<file path="src/rtl/lcd_ctrl.sv">
// HD44780 8-bit write-only bus controller. Converts strobe toggles from the LSU
// LCD register into timed RS/DATA/EN write cycles with a one-deep request buffer.
module lcd_ctrl #(
   parameter int CNT_W   = 20,
   parameter int T_PWRUP = 750000,
   parameter int T_SETUP = 2,
   parameter int T_EN    = 12,
   parameter int T_HOLD  = 2,
   parameter int T_EXEC  = 2000,
   parameter int T_CLR   = 82000
) (
   input  logic        i_clk,
   input  logic        i_rst,
   input  logic [31:0] i_io_lcd,
   output logic [7:0]  o_lcd_data,
   output logic        o_lcd_rs,
   output logic        o_lcd_rw,
   output logic        o_lcd_en,
   output logic        o_lcd_on,
   output logic        o_busy,
   output logic        o_ovf
);

   typedef enum logic [2:0] {
      S_PWRUP, S_IDLE, S_SETUP, S_PULSE, S_HOLD, S_EXEC
   } state_t;

   localparam logic [CNT_W-1:0] LD_PWRUP = CNT_W'(T_PWRUP - 1);
   localparam logic [CNT_W-1:0] LD_SETUP = CNT_W'(T_SETUP - 1);
   localparam logic [CNT_W-1:0] LD_EN    = CNT_W'(T_EN - 1);
   localparam logic [CNT_W-1:0] LD_HOLD  = CNT_W'(T_HOLD - 1);
   localparam logic [CNT_W-1:0] LD_EXEC  = CNT_W'(T_EXEC - 1);
   localparam logic [CNT_W-1:0] LD_CLR   = CNT_W'(T_CLR - 1);

   state_t           state_q, state_d;
   logic [CNT_W-1:0] cnt_q, cnt_d;
   logic             tog_q, tog_d;
   logic [8:0]       pend_q, pend_d;
   logic             pend_vld_q, pend_vld_d;
   logic [7:0]       data_q, data_d;
   logic             rs_q, rs_d;
   logic             en_q, en_d;
   logic             on_q, on_d;
   logic             busy_q, busy_d;
   logic             ovf_q, ovf_d;

   logic cnt_zero, launch, req, slot_free, ovf_set, is_clr;
   logic unused_bits;

   assign unused_bits = ^i_io_lcd[30:11];

   assign cnt_zero  = (cnt_q == '0);
   assign launch    = (state_q == S_IDLE) && pend_vld_q;
   assign req       = i_io_lcd[9] ^ tog_q;
   assign slot_free = !pend_vld_q || launch;
   assign ovf_set   = req && !slot_free;
   // Clear/home commands need the long execution wait
   assign is_clr    = !rs_q && (data_q inside {8'h01, 8'h02, 8'h03});

   always_comb begin
      state_d    = state_q;
      cnt_d      = cnt_zero ? cnt_q : cnt_q - 1'b1;
      rs_d       = rs_q;
      data_d     = data_q;
      en_d       = en_q;
      tog_d      = i_io_lcd[9];
      pend_d     = pend_q;
      pend_vld_d = launch ? 1'b0 : pend_vld_q;
      on_d       = i_io_lcd[31];

      case (state_q)
         S_PWRUP: if (cnt_zero) state_d = S_IDLE;
         S_IDLE: if (pend_vld_q) begin
            state_d = S_SETUP;
            rs_d    = pend_q[8];
            data_d  = pend_q[7:0];
            cnt_d   = LD_SETUP;
         end
         S_SETUP: if (cnt_zero) begin
            state_d = S_PULSE;
            cnt_d   = LD_EN;
            en_d    = 1'b1;
         end
         S_PULSE: if (cnt_zero) begin
            state_d = S_HOLD;
            cnt_d   = LD_HOLD;
            en_d    = 1'b0;
         end
         S_HOLD: if (cnt_zero) begin
            state_d = S_EXEC;
            cnt_d   = is_clr ? LD_CLR : LD_EXEC;
         end
         S_EXEC: if (cnt_zero) state_d = S_IDLE;
         default: state_d = S_PWRUP;
      endcase

      if (req && slot_free) begin
         pend_d     = i_io_lcd[8:0];
         pend_vld_d = 1'b1;
      end

      if (ovf_set)          ovf_d = 1'b1;
      else if (i_io_lcd[10]) ovf_d = 1'b0;
      else                  ovf_d = ovf_q;

      busy_d = (state_d != S_IDLE) || pend_vld_d;
   end

   always_ff @(posedge i_clk) begin
      if (i_rst) begin
         state_q    <= S_PWRUP;
         cnt_q      <= LD_PWRUP;
         tog_q      <= 1'b0;
         pend_q     <= '0;
         pend_vld_q <= 1'b0;
         rs_q       <= 1'b0;
         data_q     <= '0;
         en_q       <= 1'b0;
         on_q       <= 1'b0;
         busy_q     <= 1'b1;
         ovf_q      <= 1'b0;
      end else begin
         state_q    <= state_d;
         cnt_q      <= cnt_d;
         tog_q      <= tog_d;
         pend_q     <= pend_d;
         pend_vld_q <= pend_vld_d;
         rs_q       <= rs_d;
         data_q     <= data_d;
         en_q       <= en_d;
         on_q       <= on_d;
         busy_q     <= busy_d;
         ovf_q      <= ovf_d;
      end
   end

   assign o_lcd_data = data_q;
   assign o_lcd_rs   = rs_q;
   assign o_lcd_rw   = 1'b0;
   assign o_lcd_en   = en_q;
   assign o_lcd_on   = on_q;
   assign o_busy     = busy_q;
   assign o_ovf      = ovf_q;

endmodule

</file>
<file path="config.mk">
export PLATFORM = sky130hd
export DESIGN_NAME = lcd_ctrl
export DESIGN_NICKNAME = d
export VERILOG_FILES = /design/src/rtl/lcd_ctrl.sv
export SDC_FILE = /design/constraint.sdc
export NUM_CORES = 1
export LEC_CHECK = 0
export ABC_AREA = 1
export CAP_MARGIN = 0
export CORE_AREA = 10 10 85 87
export CTS_BUF_LIST = sky130_fd_sc_hd__clkbuf_4 sky130_fd_sc_hd__clkbuf_8 sky130_fd_sc_hd__clkbuf_16
export DETAILED_ROUTE_END_ITERATION = 12
export DIE_AREA = 0 0 95 97
export MAX_ROUTING_LAYER = met4
export PLACE_DENSITY = 0.7
export SYNTH_ARGS = -nofsm -noshare
export SYNTH_HDL_FRONTEND = slang
export SYNTH_SLANG_ARGS = --single-unit
</file>
<file path="constraint.sdc">
create_clock -name i_clk -period 4.8 [get_ports i_clk]
set_input_delay 0.96 -clock i_clk [delete_from_list [all_inputs] [get_ports i_clk]]
set_output_delay 0.96 -clock i_clk [all_outputs]
set_load 0.01 [all_outputs]
</file>
==> impl_metrics.json <==
{
  "slew_headroom_pct": 46.8,
  "cp.depth": 4,
  "cts.repair.resized": 0,
  "postCtsHoldBufs": 0,
  "coreArea_sq_um": 5470,
  "p_leak_nw": 1.30,
  "criticalPathCategory": "input port to register",
  "postSynthCellCount": 366,
  "final_area_sq_um": 2840,
  "tightest_slew_ns": 0.797,
  "critPathMaxStageDelay_ns": 0.75,
  "finalSetupTns_ns": 0,
  "syn_avg_cell_area_sq_um": 6.66,
  "critPathMaxFanout": 29,
  "finClkSkew_ns": 0.00855,
  "path_buf_inv": 2,
  "synth_xor_area_share_pct": 2.11,
  "path_delay_family": "buffers and inverters",
  "syn-cell-area_sq_um": 2440,
  "setup_viol": 0,
  "ys_ff_latch": 47,
  "clkTransAtPathRegs_ns": 0.09,
  "port_buffers": 26,
  "slowest_stage": "inv_1",
  "synthFlopType": "dfxtp_1",
  "grt_antenna_before_repair": 0,
  "grt_pass1_vias": 2232,
  "dpl_cell_area_sq_um": 2750,
  "holdCritPathClass": "register to register",
  "rr_worst_depth": 8,
  "rows": 27,
  "worst_slack_ns": 2.22,
  "syn2layout_area_growth_pct": 16.7,
  "synth_simple_gate_area_share_pct": 37.7,
  "grt_max_degree": 30,
  "powerDensity_nw_per_um2": 293,
  "synthMuxAreaShare_pct": 0,
  "antenna_left": 0,
  "wl_mm": 5.61,
  "clk_latency_ns": 0.31,
  "hold_viol_final": 0,
  "max-cap-violations": 0,
  "grtUsageTotal_pct": 13.0,
  "wl_per_cell_microns": 12.1,
  "diodes": 0,
  "post_cts_buffers": 0,
  "drv_slew": 0,
  "die-area_sq_um": 9220,
  "cts_buffers": 5,
  "drc": 0,
  "final_cell_mix": "nand2_1 (80), nor2_1 (72), dfxtp_1 (47)",
  "cp-start-kind": "input port",
  "final_util_pct": 51.9,
  "synth_edf_count": 0,
  "worst_setup_path_end_kind": "register",
  "dp_slack_ns": 1.88,
  "ys_seq_area_share_pct": 38.6,
  "crit_chain": "clkdlybuf4s50_1, inv_1, nand2_1, nor2_1",
  "async_reset_ff_share_pct": 0,
  "min_delay_path_depth": 2,
  "power_mw": 0.832,
  "cts_buffer_depth": 2,
  "yosysWarnings": 0,
  "max_freq_mhz": 387,
  "grt_pass1_wl_mm": 9.90,
  "rsz0062_at_grt": "false",
  "die_w_microns": 95,
  "cts_tree": "done",
  "dp_hpwl_mm": 4.14,
  "place_congestion": 0.847,
  "nNetsFinal": 429,
  "layout_commonest_cell": "nand2_1",
  "synth_compound_area_share_pct": 11.4,
  "layout-drive-gt1-share_pct": 7.38,
  "start_util_pct": 44.5,
  "syn-num-nets": 403,
  "synthAdderAreaFrac_pct": 1.54,
  "fin_crit_ns": 2.58,
  "cts_root_buf": "clkbuf_8",
  "cts_sinks": 47,
  "synth_top_family_by_area": "simple AND/OR/NAND/NOR gates",
  "die_h_microns": 97,
  "synth_cell_types": 35,
  "vdd_ir_drop_max_mv": 0.151,
  "h-tree-depth": 2,
  "cp_data_arrival_time_ns": 2.82,
  "post-route-period-util_pct": 53.8,
  "viasPerCell": 5.03,
  "num_io_pins": 48,
  "critPathRequiredTime_ns": 5.04,
  "drt_iter0_markers": 137,
  "grt-ovfl-total": 0,
  "vias": 2341,
  "drtPass1Iterations": 5,
  "status": "finished, final reports clean"
}
-- kinds of logic after synthesis --
kind of cell,Yosys count
flops,47
compound gates,51
fa+ha+maj,3
xor+xnor,5
other cells,1
buf+inv,52
simple gates,207
-- cells in the mapped netlist, drive strengths merged, types with 2 or more instances --
cell type  instances  share of area [%]
nand2             82                 13
nor2              79                 14
dfxtp             47                 39
inv               44                6.8
nand3             31                7.5
o21ai             30                6.3
a21oi             16                3.6
nor3               9                2.1
clkbuf             4               0.62
xor2               4                1.7
a31oi              3               0.77
buf                3               0.98
ha                 3                1.5
nand4              3               0.77
nand3b             2               0.77
-- layout make-up --
class	count	area, sq um
clock buffers	5	68.8
inverters	45	169
repair buffers	26	260
multi-input cells	267	1290
well taps	72	90.1
clock inverters	3	26.3
fillers	568	2630
flip-flops and latches	47	941
-- flip-flops by register name, indices dropped and copies added (netlist names) --
register / count
o_lcd_rs: 1
pend_q: 9
o_lcd_en: 1
o_lcd_data: 8
state_q: 3
o_busy: 1
tog_q: 1
cnt_q: 20
o_ovf: 1
o_lcd_on: 1
pend_vld_q: 1
-- metal layers --
layer	vias to the layer above	routed length (microns)	GRT usage [%]
met5	-	0	-
met4	0	47	3.09
met3	7	223	3.08
met2	42	2620	20.5
met1	1077	2720	16.3
li1	1215	-	-
-- worst reg2reg max path: cells and delay by family (launching register included) --
| family | cells | cell delay [ns] |
|---|---|---|
| AND/OR/NAND/NOR | 4 | 0.81 |
| buffers and inverters | 3 | 0.54 |
| flip-flops | 1 | 0.34 |
| AO/OA/AOI/OAI | 1 | 0.06 |
-- power breakdown --
group          internal (mW)  total [mW]  switching (mW)
Clock                  0.108       0.260           0.151
Sequential             0.417       0.439          0.0214
Combinational         0.0533       0.134          0.0805
Total                  0.579       0.832           0.253
-- final timing paths --
| check | start | endpoint | slack [ns] |
|---|---|---|---|
| hold / removal | o_ovf | o_ovf | 0.47 |
| hold reg to reg | o_ovf | o_ovf | 0.47 |
| setup reg to reg | state_q[2] | cnt_q[19] | 2.91 |
| setup / recovery | i_rst | cnt_q[11] | 2.22 |
-- per-stage QoR --
stage	instances	hold slack, ns
after floorplan	366	0.450
final	465	0.473
after detailed placement	457	0.464
after global placement	457	0.454
after CTS	465	0.479
after global routing	465	0.490
Power figures use the tool's default switching activity.
